--- config.mk ---
export PLATFORM = sky130hd
export DESIGN_NAME = pipeline_hazard_ctrl
export DESIGN_NICKNAME = d
export VERILOG_FILES = /design/src/rtl/pipe_ctrl_pkg.sv /design/src/rtl/load_use_detect.sv /design/src/rtl/pipeline_hazard_ctrl.sv
export SDC_FILE = /design/constraint.sdc
export NUM_CORES = 1
export LEC_CHECK = 0
export BUFFER_PORTS_ARGS = -buffer_cell sky130_fd_sc_hd__buf_2
export CAP_MARGIN = 20
export CORE_MARGIN = 2
export CORE_UTILIZATION = 36
export CTS_BUF_LIST = sky130_fd_sc_hd__clkbuf_4 sky130_fd_sc_hd__clkbuf_8
export DETAILED_ROUTE_END_ITERATION = 10
export GPL_TIMING_DRIVEN = 0
export PLACE_DENSITY = 0.79
export SYNTH_ARGS = -nofsm -noshare
export SYNTH_HDL_FRONTEND = slang
export SYNTH_SLANG_ARGS = --single-unit
--- constraint.sdc ---
create_clock -name clk -period 1.56 [get_ports clk]
set_input_delay 0.234 -clock clk [delete_from_list [all_inputs] [get_ports clk]]
set_output_delay 0.234 -clock clk [all_outputs]
set_load 0.01 [all_outputs]
--- src/rtl/pipe_ctrl_pkg.sv ---
// Shared types and constants for the LEGv8 pipeline hazard controller.
// Holds the controller state enum, the XZR index and the per-stage control struct.
package pipe_ctrl_pkg;

  typedef enum logic {
    ST_RUN      = 1'b0,
    ST_MEM_WAIT = 1'b1
  } state_t;

  localparam logic [4:0] XZR_IDX = 5'd31;

  typedef struct packed {
    logic stall;
    logic flush;
  } stage_ctrl_t;

endpackage

--- src/rtl/load_use_detect.sv ---
// Combinational load-use comparator: flags an ID instruction that reads the
// destination of a load currently in EX. XZR is never a real dependency.
module load_use_detect
  import pipe_ctrl_pkg::*;
(
  input  logic [4:0] id_rn,
  input  logic [4:0] id_rm,
  input  logic       id_uses_rm,
  input  logic       ex_mem_read,
  input  logic [4:0] ex_rd,
  output logic       hit
);

  logic w_rn_match;
  logic w_rm_match;

  assign w_rn_match = (ex_rd == id_rn);
  assign w_rm_match = id_uses_rm && (ex_rd == id_rm);
  assign hit        = ex_mem_read && (ex_rd != XZR_IDX) && (w_rn_match || w_rm_match);

endmodule

--- src/rtl/pipeline_hazard_ctrl.sv ---
// Hazard/sequencing controller: memory-wait freeze, taken-branch flush, load-use bubble.
// Optional performance counters are built only when PIPE_CTRL_PERF_EN is defined.
module pipeline_hazard_ctrl
  import pipe_ctrl_pkg::*;
#(
  parameter int MEM_TIMEOUT = 64,
  parameter int CNT_W       = 32
) (
  input  logic             clk,
  input  logic             reset,
  input  logic [4:0]       id_rn,
  input  logic [4:0]       id_rm,
  input  logic             id_uses_rm,
  input  logic             ex_mem_read,
  input  logic [4:0]       ex_rd,
  input  logic             mem_branch_taken,
  input  logic             mem_req,
  input  logic             mem_ready,
  output logic             pc_write,
  output logic             pc_sel_branch,
  output logic             ifid_stall,
  output logic             idex_stall,
  output logic             exmem_stall,
  output logic             memwb_stall,
  output logic             ifid_flush,
  output logic             idex_flush,
  output logic             exmem_flush,
  output logic             memwb_flush,
  output logic             mem_timeout,
  output logic [CNT_W-1:0] stall_cycles,
  output logic [CNT_W-1:0] flush_events,
  output logic             dbg_state
);

  localparam int WAIT_W = $clog2(MEM_TIMEOUT + 1);
  localparam logic [WAIT_W-1:0] WAIT_MAX = WAIT_W'(MEM_TIMEOUT);

  state_t            r_state;
  logic [WAIT_W-1:0] r_wait_cnt;
  logic              r_mem_timeout;

  logic              w_load_use;
  logic              w_mem_wait;
  logic [WAIT_W-1:0] w_wait_nxt;
  stage_ctrl_t       w_ifid, w_idex, w_exmem, w_memwb;

  load_use_detect u_load_use_detect (
    .id_rn       (id_rn),
    .id_rm       (id_rm),
    .id_uses_rm  (id_uses_rm),
    .ex_mem_read (ex_mem_read),
    .ex_rd       (ex_rd),
    .hit         (w_load_use)
  );

  assign w_mem_wait = mem_req && !mem_ready;

  // Mealy outputs: reset forces bubbles everywhere, then the priority chain applies.
  always_comb begin
    pc_write      = 1'b1;
    pc_sel_branch = 1'b0;
    w_ifid        = '0;
    w_idex        = '0;
    w_exmem       = '0;
    w_memwb       = '0;
    if (!reset) begin
      pc_write      = 1'b0;
      w_ifid.flush  = 1'b1;
      w_idex.flush  = 1'b1;
      w_exmem.flush = 1'b1;
      w_memwb.flush = 1'b1;
    end else if (w_mem_wait) begin
      pc_write      = 1'b0;
      w_ifid.stall  = 1'b1;
      w_idex.stall  = 1'b1;
      w_exmem.stall = 1'b1;
      w_memwb.stall = 1'b1;
    end else if (mem_branch_taken) begin
      pc_sel_branch = 1'b1;
      w_ifid.flush  = 1'b1;
      w_idex.flush  = 1'b1;
      w_exmem.flush = 1'b1;
    end else if (w_load_use) begin
      pc_write     = 1'b0;
      w_ifid.stall = 1'b1;
      w_idex.flush = 1'b1;
    end
  end

  assign ifid_stall  = w_ifid.stall;
  assign idex_stall  = w_idex.stall;
  assign exmem_stall = w_exmem.stall;
  assign memwb_stall = w_memwb.stall;
  assign ifid_flush  = w_ifid.flush;
  assign idex_flush  = w_idex.flush;
  assign exmem_flush = w_exmem.flush;
  assign memwb_flush = w_memwb.flush;

  always_comb begin
    w_wait_nxt = '0;
    if (w_mem_wait) begin
      if (r_state == ST_RUN)
        w_wait_nxt = WAIT_W'(1);
      else if (r_wait_cnt == WAIT_MAX)
        w_wait_nxt = WAIT_MAX;
      else
        w_wait_nxt = r_wait_cnt + WAIT_W'(1);
    end
  end

  // The timeout flag is sticky; the freeze itself carries on until the access ends.
  always_ff @(posedge clk or negedge reset) begin
    if (!reset) begin
      r_state       <= ST_RUN;
      r_wait_cnt    <= '0;
      r_mem_timeout <= 1'b0;
    end else begin
      case (r_state)
        ST_RUN:      r_state <= w_mem_wait ? ST_MEM_WAIT : ST_RUN;
        ST_MEM_WAIT: r_state <= w_mem_wait ? ST_MEM_WAIT : ST_RUN;
        default:     r_state <= ST_RUN;
      endcase
      r_wait_cnt <= w_wait_nxt;
      if (w_wait_nxt == WAIT_MAX)
        r_mem_timeout <= 1'b1;
    end
  end

  assign mem_timeout = r_mem_timeout;
  assign dbg_state   = (r_state == ST_MEM_WAIT);

`ifdef PIPE_CTRL_PERF_EN
  logic [CNT_W-1:0] r_stall_cycles;
  logic [CNT_W-1:0] r_flush_events;
  logic             w_any_flush;

  assign w_any_flush = w_ifid.flush | w_idex.flush | w_exmem.flush | w_memwb.flush;

  always_ff @(posedge clk or negedge reset) begin
    if (!reset) begin
      r_stall_cycles <= '0;
      r_flush_events <= '0;
    end else begin
      if (!pc_write)
        r_stall_cycles <= r_stall_cycles + CNT_W'(1);
      if (w_any_flush)
        r_flush_events <= r_flush_events + CNT_W'(1);
    end
  end

  assign stall_cycles = r_stall_cycles;
  assign flush_events = r_flush_events;
`else
  assign stall_cycles = '0;
  assign flush_events = '0;
`endif

endmodule

Word-level counts from Yosys, hierarchy flattened
Index checks and enable logic that the tools add are counted. Widths: inputs -> output; s select.

Flip-flop bits (word level): 9. Input bits: 22. Logic and storage cells: 36.

$add $sub $neg: 1. Eq/ne operators: 5. Multiplexer cells: 21. Reductions and logical operators: 6.

Operator list (number): $mux 7 (3); $mux 1 (18); $eq 7x7->1 const B (2); $eq 5x5->1 (2); $add 7x1->7 const B (1); $ne 5x5->1 const B (1); $logic_and 1x1->1 (4); $logic_not 1->1 (1); $logic_or 1x1->1 (1).

Depth between registers and ports, before layout
Gate-level depths: netlist of run 1.

Depth in word-level cells: 8. Gate-level depth with buffers: 5. Depth with buffers taken out: 5.

Cells and area by module
From an unflattened synthesis of run 1, not the netlist that was laid out.

Cells, all modules: 143. Area total of the unflattened synthesis: 1169.9 µm².

Modules (own cells, without submodules): pipeline_hazard_ctrl (times used 1, cells each 125, area an instance 1042.2 µm², seq. area each 225.2 µm²); load_use_detect (times used 1, cells each 18, area an instance 127.6 µm², seq. area each 0.0 µm²).

Worst setup path before layout of run 1
OpenSTA, ideal clock, no wires.

Kind: register to register. Start: register r_wait_cnt[1]. End: register r_mem_timeout, in the netlist mem_timeout. Setup time: 79 ps. Data arrival time: 1423 ps. Required time: 1481 ps. Path slack: 58 ps. Stages on the path, launching flop included: 6. Buffers on the path: 0. Clock period less this slack: 1502 ps. Cells stage by stage: dfrtp_1 ha_1 nand4_1 or3_1 a211oi_1 a2bb2oi_1.

Word-level cells in the longest chain between the ends: 5.

RTL lines: start, declared (line pipeline_hazard_ctrl.sv:39) `logic [WAIT_W-1:0] r_wait_cnt;`; start signal, assigned (line pipeline_hazard_ctrl.sv:123) `r_wait_cnt <= w_wait_nxt;`; $add 7x1->7 / $eq 7x7->1 (equally long branches) (line pipeline_hazard_ctrl.sv:107, pipeline_hazard_ctrl.sv:104); $mux 7 (*) (line pipeline_hazard_ctrl.sv:104) `else if (r_wait_cnt == WAIT_MAX)`; $mux 7 (*) (line pipeline_hazard_ctrl.sv:102) `if (r_state == ST_RUN)`; $mux 7 (*) (line pipeline_hazard_ctrl.sv:101) `if (w_mem_wait) begin`; $eq 7x7->1 (*) (line pipeline_hazard_ctrl.sv:124) `if (w_wait_nxt == WAIT_MAX)`; end signal, assigned (line pipeline_hazard_ctrl.sv:116) `r_mem_timeout <= 1'b0;`; end signal, assigned (line pipeline_hazard_ctrl.sv:125) `r_mem_timeout <= 1'b1;`; end, declared (line pipeline_hazard_ctrl.sv:40) `logic r_mem_timeout;`.

Every way passes the cells marked *; elsewhere a longest branch is shown, timed or not. A chain may end at the register's enable or synchronous reset.

Worst setup path in the final report of run 1
Start: input port id_rm[2]. End: output port ifid_stall.

Word-level cells in the longest chain between the ends: 8.

RTL lines: start, declared (line pipeline_hazard_ctrl.sv:12) `input logic [4:0] id_rm,`; $eq 5x5->1 (line load_use_detect.sv:18) `assign w_rm_match = id_uses_rm && (ex_rd == id_rm);`; $logic_and 1x1->1 (line load_use_detect.sv:18); $logic_or 1x1->1 (line load_use_detect.sv:19) `assign hit = ex_mem_read && (ex_rd != XZR_IDX) && (w_rn_match || w_rm_match);`; $logic_and 1x1->1 (line load_use_detect.sv:19); $mux 1 (line pipeline_hazard_ctrl.sv:83) `end else if (w_load_use) begin`; $mux 1 (line pipeline_hazard_ctrl.sv:78) `end else if (mem_branch_taken) begin`; $mux 1 (line pipeline_hazard_ctrl.sv:72) `end else if (w_mem_wait) begin`; $mux 1 (line pipeline_hazard_ctrl.sv:66) `if (!reset) begin`; end, declared (line pipeline_hazard_ctrl.sv:21) `output logic ifid_stall,`.

No other way between the ends.

==> results by group, run 1 <==
STA
  • FMAX: 576 MHz
  • Crit share post-route: 1.11
  • Minimum clock period: 1740 ps
  • Hold_ws: -154 ps
  • Final setup fails: 3
  • Final Max Tran Viols: 0
  • Final Hold Viols: 9
  • Setup_tns: -485 ps
  • Max Clock Skew: 2.95 ps
  • PnR worst setup slack: -176 ps
  • RSZ-0062 raised after global routing: true

Power and ir drop
  • Net Switching: 0.000248 W
  • Power density cells: 447 nW/um^2
  • Fraction of power consumed by sequential logic: 0.312
  • Leak Pwr: 1.05 nW
  • Switching Fraction: 0.322
  • Int Pwr: 0.000522 W
  • Logic pwr share: 0.425
  • Maximum vdd drop: 0.234 mV
  • Clk pwr share: 0.263

Yosys
  • Post-synth top flop: dfrtp_1
  • Cell Area, Synth: 1160 sq um
  • Yosys reg bits: 9
  • Async set or reset register ratio after synthesis: 1.00
  • Post-Syn Instances: 144
  • Syn. warnings: 0
  • Sequential-to-total area share from yosys stat: 0.193
  • Mean Syn Cell Area: 8.09 sq um
  • Number of flops mapped to enable cells by yosys: 0
  • Netlist cell types: 28

Worst setup path
  • CP arrival: 1500 ps
  • CP Cell Sequence: buf_6, xor2_1, nor4_1, a32oi_1, o41ai_2, buf_2
  • Reg2reg setup slack: 60 ps
  • Worst Path Buf+Inv: 2
  • Crit path required time: 1330 ps
  • Crit-path slowest cell: o41ai_2
  • CP delay by family, top: compound AO/OA/AOI/OAI gates
  • Worst Setup SP: id_rm[2]
  • End of the critical path: ifid_stall
  • CP peak stage delay: 360 ps
  • Crit. End Element: primary output
  • Reg-to-reg endpoint: mem_timeout$_DFFE_PN0N_
  • Worst Reg2Reg Path Length in Cells: 5
  • CP Launch Type: input pin
  • Critical register-to-register path startpoint: r_wait_cnt[0]$_DFF_PN0_
  • Critical path class: in -> out
  • CP Max Fanout: 3
  • CP Depth: 6

Finish
  • Most common cell after layout, fill and taps aside: buf_4
  • Syn-to-layout area delta: 47.9%
  • Share of layout cells above drive strength 1: 0.459
  • Nets: 271
  • Commonest non-fill, non-tap cells in the layout: buf_4, conb_1, buf_2, xor2_1
  • Finished Core Util: 0.560
  • Ant. Diodes: 0
  • Fill count: 278

Status
  • Failing checks: hold timing, setup timing
  • Status: finished, violations left

Die
  • Chip height: 60.9 microns
  • DIE WIDTH: 60.9 microns
  • Core area: 3080 sq um
  • IO Count: 98
  • Die area: 3710 sq um
  • Rows: 20
  • Initial core utilization: 0.378

Global routing
  • Initial antenna violation count: 0
  • GR Overflow Total: 0
  • GRT Overall Usage: 0.130
  • First-pass GRT wire length: 3580 microns
  • Largest net degree at the start of global routing: 16
  • Vias in the first global route: 902

Clock tree
  • Clk slew on worst S/H paths: 60 ps
  • Clock root buffer: clkbuf_4
  • H-tree depth: 1
  • CTS Sinks: 9
  • CTS tree: built
  • Num CTS Buffers: 3
  • Clk_lat worst skew: 260 ps
  • CTS Buffer Depth: 2

Placement
  • Gp weighted congestion: 0.787
  • I/O Buffers: 33
  • DPL Wire Length: 2030 microns

Route
  • DR iter-0 viols: 6
  • Routed WL: 2430 microns
  • Antenna-violating nets left: 0
  • DRC Markers: 0
  • Via count: 1051
  • Routed vias/inst: 3.62
  • DR WL/cell: 8.37 microns
  • Drt pass-1 iters: 4

Hold path
  • Worst hold path type: in -> async

Job
  • Max Cap Viol: 0
[metal layers]
metal | GRT usage | up-vias | wire [microns]
li1 | - | 542 | -
met1 | 0.131 | 444 | 851
met2 | 0.240 | 61 | 1280
met3 | 0.0320 | 4 | 253
met4 | 0.0745 | 0 | 45
met5 | 0 | - | 0
[worst min path at each step]
stage	start	endpoint	slack (ps)	cells after the start
after detailed placement	reset	r_wait_cnt[5]$_DFF_PN0_	130	1
after global routing	reset	r_wait_cnt[2]$_DFF_PN0_	-150	1
after floorplan	reset	dbg_state$_DFF_PN0_	-60	0
after global placement	reset	r_wait_cnt[5]$_DFF_PN0_	130	1
final	reset	r_wait_cnt[5]$_DFF_PN0_	-150	1
after CTS	reset	r_wait_cnt[2]$_DFF_PN0_	-150	1
[Yosys cell counts, types with 3 or more instances]
library cell	number	area, sq um
buf_4	68	510
xor2_1	11	96.3
dfrtp_1	9	225
nand2_1	8	30.0
nor2_1	8	30.0
inv_1	6	22.5
nand3_1	4	20.0
xnor2_1	4	35.0
o21ai_0	3	15.0
[cell families (layout without fill, tap and decap cells)]
logic type | Yosys count | in the layout | synth area share
compound gates | 12 | 12 | 0.0806
xor+xnor | 15 | 15 | 0.113
fa+ha+maj | 2 | 2 | 0.0215
buf+inv | 74 | 113 | 0.458
flops | 9 | 9 | 0.193
other cells | 1 | 64 | 0.00322
simple gates | 31 | 31 | 0.131
[sequential cells by signal, indices dropped and copies added (netlist names)]
| signal | cells |
|---|---|
| mem_timeout | 1 |
| r_wait_cnt | 7 |
| dbg_state | 1 |
[per-stage QoR]
step                instances  area [sq um]  total power (W)  worst slack (ps)  hold slack, ps
floorplan                 207          1400         0.000486              57.9           -61.6
global placement          284          1620         0.000550              -215             132
detailed placement        284          1620         0.000552              -185             133
CTS                       290          1720         0.000767              -174            -151
global route              290          1720         0.000830              -215            -154
finish                    290          1720         0.000770              -176            -154
[cell type report]
type / instances / area (sq um) / area share
repair buffers: 35 / 211 / 0.123
multi-input cells: 124 / 666 / 0.386
plain buffers: 68 / 510 / 0.296
clock buffers: 4 / 30.0 / 0.0174
inverters: 6 / 22.5 / 0.0131
flip-flops and latches: 9 / 228 / 0.132
well taps: 44 / 55.1 / 0.0320
[power groups by stage]
stage | registers, W | logic, W | clock network (W)
after global routing | 0.000240 | 0.000361 | 0.000228
after floorplan | 0.000244 | 0.000242 | 0
after detailed placement | 0.000244 | 0.000308 | 0
after CTS | 0.000240 | 0.000320 | 0.000207
after global placement | 0.000244 | 0.000306 | 0
final | 0.000240 | 0.000328 | 0.000202
[what timing repair did]
item	CTS	global route
pin swaps	7	2
buffers inserted	2	0
hold endpoints to repair	9	9
gates resized for setup	13	1
endpoints found under the setup margin	4	4
Power figures use the tool's default switching activity.
==> run 2: changes to the inputs <==
--- a/config.mk
+++ b/config.mk
@@ -8,11 +8,12 @@
 export BUFFER_PORTS_ARGS = -buffer_cell sky130_fd_sc_hd__buf_2
 export CAP_MARGIN = 20
 export CORE_MARGIN = 2
-export CORE_UTILIZATION = 36
+export CORE_UTILIZATION = 40
 export CTS_BUF_LIST = sky130_fd_sc_hd__clkbuf_4 sky130_fd_sc_hd__clkbuf_8
 export DETAILED_ROUTE_END_ITERATION = 10
 export GPL_TIMING_DRIVEN = 0
-export PLACE_DENSITY = 0.79
+export MAX_ROUTING_LAYER = met4
+export PLACE_DENSITY = 0.83
 export SYNTH_ARGS = -nofsm -noshare
 export SYNTH_HDL_FRONTEND = slang
 export SYNTH_SLANG_ARGS = --single-unit
==> constraint.sdc (replaced) <==
create_clock -name clk -period 1.6 [get_ports clk]
set_input_delay 0.16 -clock clk [delete_from_list [all_inputs] [get_ports clk]]
set_output_delay 0.16 -clock clk [all_outputs]
set_load 0.01 [all_outputs]
==> results by group, run 2 (synthesis results as in run 1) <==
Finish
  • Ant. Diodes: 0 (unchanged)
  • Commonest non-fill, non-tap cells in the layout: buf_4, conb_1, buf_2, xor2_1 (unchanged)
  • Share of layout cells above drive strength 1: 0.451 (was 0.459)
  • Number of flip-flops in the largest register: 7 (unchanged)
  • Largest Register: r_wait_cnt (unchanged)
  • Most common cell after layout, fill and taps aside: buf_4 (unchanged)
  • Syn-to-layout area delta: 45.5% (was 47.9%)
  • Cell Count, Final, Fillers Out: 277 (was 290)
  • Nets: 271 (unchanged)

Route
  • DRC Markers: 0 (unchanged)
  • Routed vias/inst: 3.87 (was 3.62)
  • DR WL/cell: 8.92 microns (was 8.37 microns)
  • Drt pass-1 iters: 4 (unchanged)
  • DR iter-0 viols: 8 (was 6)
  • Via count: 1071 (was 1051)
  • Routed WL: 2470 microns (was 2430 microns)
  • Antenna-violating nets left: 0 (unchanged)

Die
  • Chip height: 58.0 microns (was 60.9 microns)
  • Core area: 2760 sq um (was 3080 sq um)
  • Die area: 3360 sq um (was 3710 sq um)
  • IO Count: 98 (unchanged)
  • Rows: 19 (was 20)
  • Initial core utilization: 0.422 (was 0.378)
  • DIE WIDTH: 58.0 microns (was 60.9 microns)

Worst setup path
  • Critical path class: in -> out (unchanged)
  • Reg-to-reg endpoint: mem_timeout$_DFFE_PN0N_ (unchanged)
  • CP arrival: 1380 ps (was 1500 ps)
  • Reg2reg setup slack: 80 ps (was 60 ps)
  • Worst Reg2Reg Path Length in Cells: 5 (unchanged)
  • CP Launch Type: input pin (unchanged)
  • End of the critical path: pc_write (was ifid_stall)
  • CP Max Fanout: 3 (unchanged)
  • Worst Setup SP: id_rm[2] (unchanged)
  • Crit path required time: 1440 ps (was 1330 ps)
  • Crit. End Element: primary output (unchanged)
  • Critical register-to-register path startpoint: r_wait_cnt[0]$_DFF_PN0_ (unchanged)

STA
  • Crit share post-route: 0.964
  • RSZ-0062 raised after global routing: true (unchanged)
  • Final Hold Viols: 0 (was 9)
  • Minimum clock period: 1540 ps
  • Final Max Tran Viols: 0 (unchanged)
  • FMAX: 648 MHz
  • Final setup fails: 0 (was 3)
  • PnR worst setup slack: 56.9 ps (was -176 ps)
  • Max Clock Skew: 5.20 ps (was 2.95 ps)

Clock tree
  • CTS Sinks: 9 (unchanged)
  • H-tree depth: 1 (unchanged)
  • CTS tree: built (unchanged)
  • Clock root buffer: clkbuf_4 (unchanged)
  • Num CTS Buffers: 3 (unchanged)
  • Clk slew on worst S/H paths: 60 ps (about the same)
  • CTS Buffer Depth: 2 (unchanged)
  • Clk_lat worst skew: 260 ps (about the same)

Global routing
  • GRT met3 Usage: 0.0313 (was 0.0320)
  • First-pass GRT wire length: 3510 microns (was 3580 microns)
  • GRT Overall Usage: 0.143 (was 0.130)
  • Initial antenna violation count: 0 (unchanged)
  • GR Layer Usage met2: 0.253 (was 0.240)
  • GR Overflow Total: 0 (unchanged)
  • Vias in the first global route: 865 (was 902)
  • Largest net degree at the start of global routing: 10 (was 16)
  • GRT Max-Usage Layer: met2 (unchanged)
  • GR Util met1: 0.139 (was 0.131)

Power and ir drop
  • Overall power: 0.000739 W (was 0.000770 W)
  • Maximum vdd drop: 0.268 mV (was 0.234 mV)
  • Power density cells: 436 nW/um^2 (was 447 nW/um^2)
  • Leak Pwr: 1.04 nW (was 1.05 nW)

Placement
  • Gp weighted congestion: 0.831 (was 0.787)
  • I/O Buffers: 33 (unchanged)
  • DPL Wire Length: 2020 microns (was 2030 microns)
  • Worst slack at placement: -78.4 ps (was -185 ps)
  • Post-Place Cells: 271 (was 284)

Job
  • Max Cap Viol: 0 (unchanged)

Status
  • Status: complete, no violations (was finished, violations left)

Hold path
  • Worst hold path type: in -> reg (was in -> async)
[run 2: cell count changes in the layout (fill, tap and decap cells not counted), sizes merged]
cell | before | now
dlygate4sd3 | 0 | 1
buf | 103 | 102
[run 2: per-layer routing]
| metal | vias to the layer above | part of all wire |
|---|---|---|
| li1 | 541 | - |
| met1 | 459 | 0.33 |
| met2 | 67 | 0.53 |
| met3 | 4 | 0.12 |
| met4 | 0 | 0.023 |
| met5 | - | 0 |
[run 2: power by group]
group | switching (W) | leakage (nW) | internal, W
Clock | 0.0000752 | 0.0184 | 0.000113
Sequential | 0.00000403 | 0.122 | 0.000231
Combinational | 0.000154 | 0.901 | 0.000162
Total | 0.000234 | 1.04 | 0.000506
[run 2: worst max-delay path: stages]
cell	delay [ps]
buf_2	100
xor2_1	160
nor4_1	240
a32oi_1	190
o311a_1	380
buf_2	150
[run 2: area by class of cell]
class                      instances  area, sq um
buffer                            68          510
clock buffer                       4         30.0
fill                             265         1060
inverter                           6         22.5
multi-input combinational        124          666
sequential                         9          226
tap                               31         38.8
timing repair buffer              35          201
[run 2: stage by stage]
stage / cell area, sq um / hold WS, ps / utilization / setup TNS [ps]
floorplan: 1400 / -136 / - / 0
global placement: 1610 / 60.2 / 0.582 / -30.4
detailed placement: 1610 / 62.1 / 0.582 / -78.4
CTS: 1670 / 211 / 0.604 / 0
global route: 1700 / 243 / 0.615 / -34.6
finish: 1700 / 220 / 0.615 / 0
[run 2: how the worst min path moves through the flow]
stage,from,cells after the start,to
6_report,mem_req,3,r_wait_cnt[0]$_DFF_PN0_
5_1_grt,mem_req,3,r_wait_cnt[0]$_DFF_PN0_
4_1_cts,mem_req,3,r_wait_cnt[0]$_DFF_PN0_
3_5_place_dp,reset,1,r_wait_cnt[2]$_DFF_PN0_
3_3_place_gp,reset,1,mem_timeout$_DFFE_PN0N_
2_1_floorplan,reset,0,dbg_state$_DFF_PN0_
[run 2: timing repair]
action | CTS | global route
gates cloned | 0 | 0
endpoints found under the setup margin | 1 | 4
buffers inserted | 1 | 0
resized for setup | 2 | 8
hold buffers | 1 | 0
pin swaps | 0 | 7
hold endpoints to repair | 9 | 0
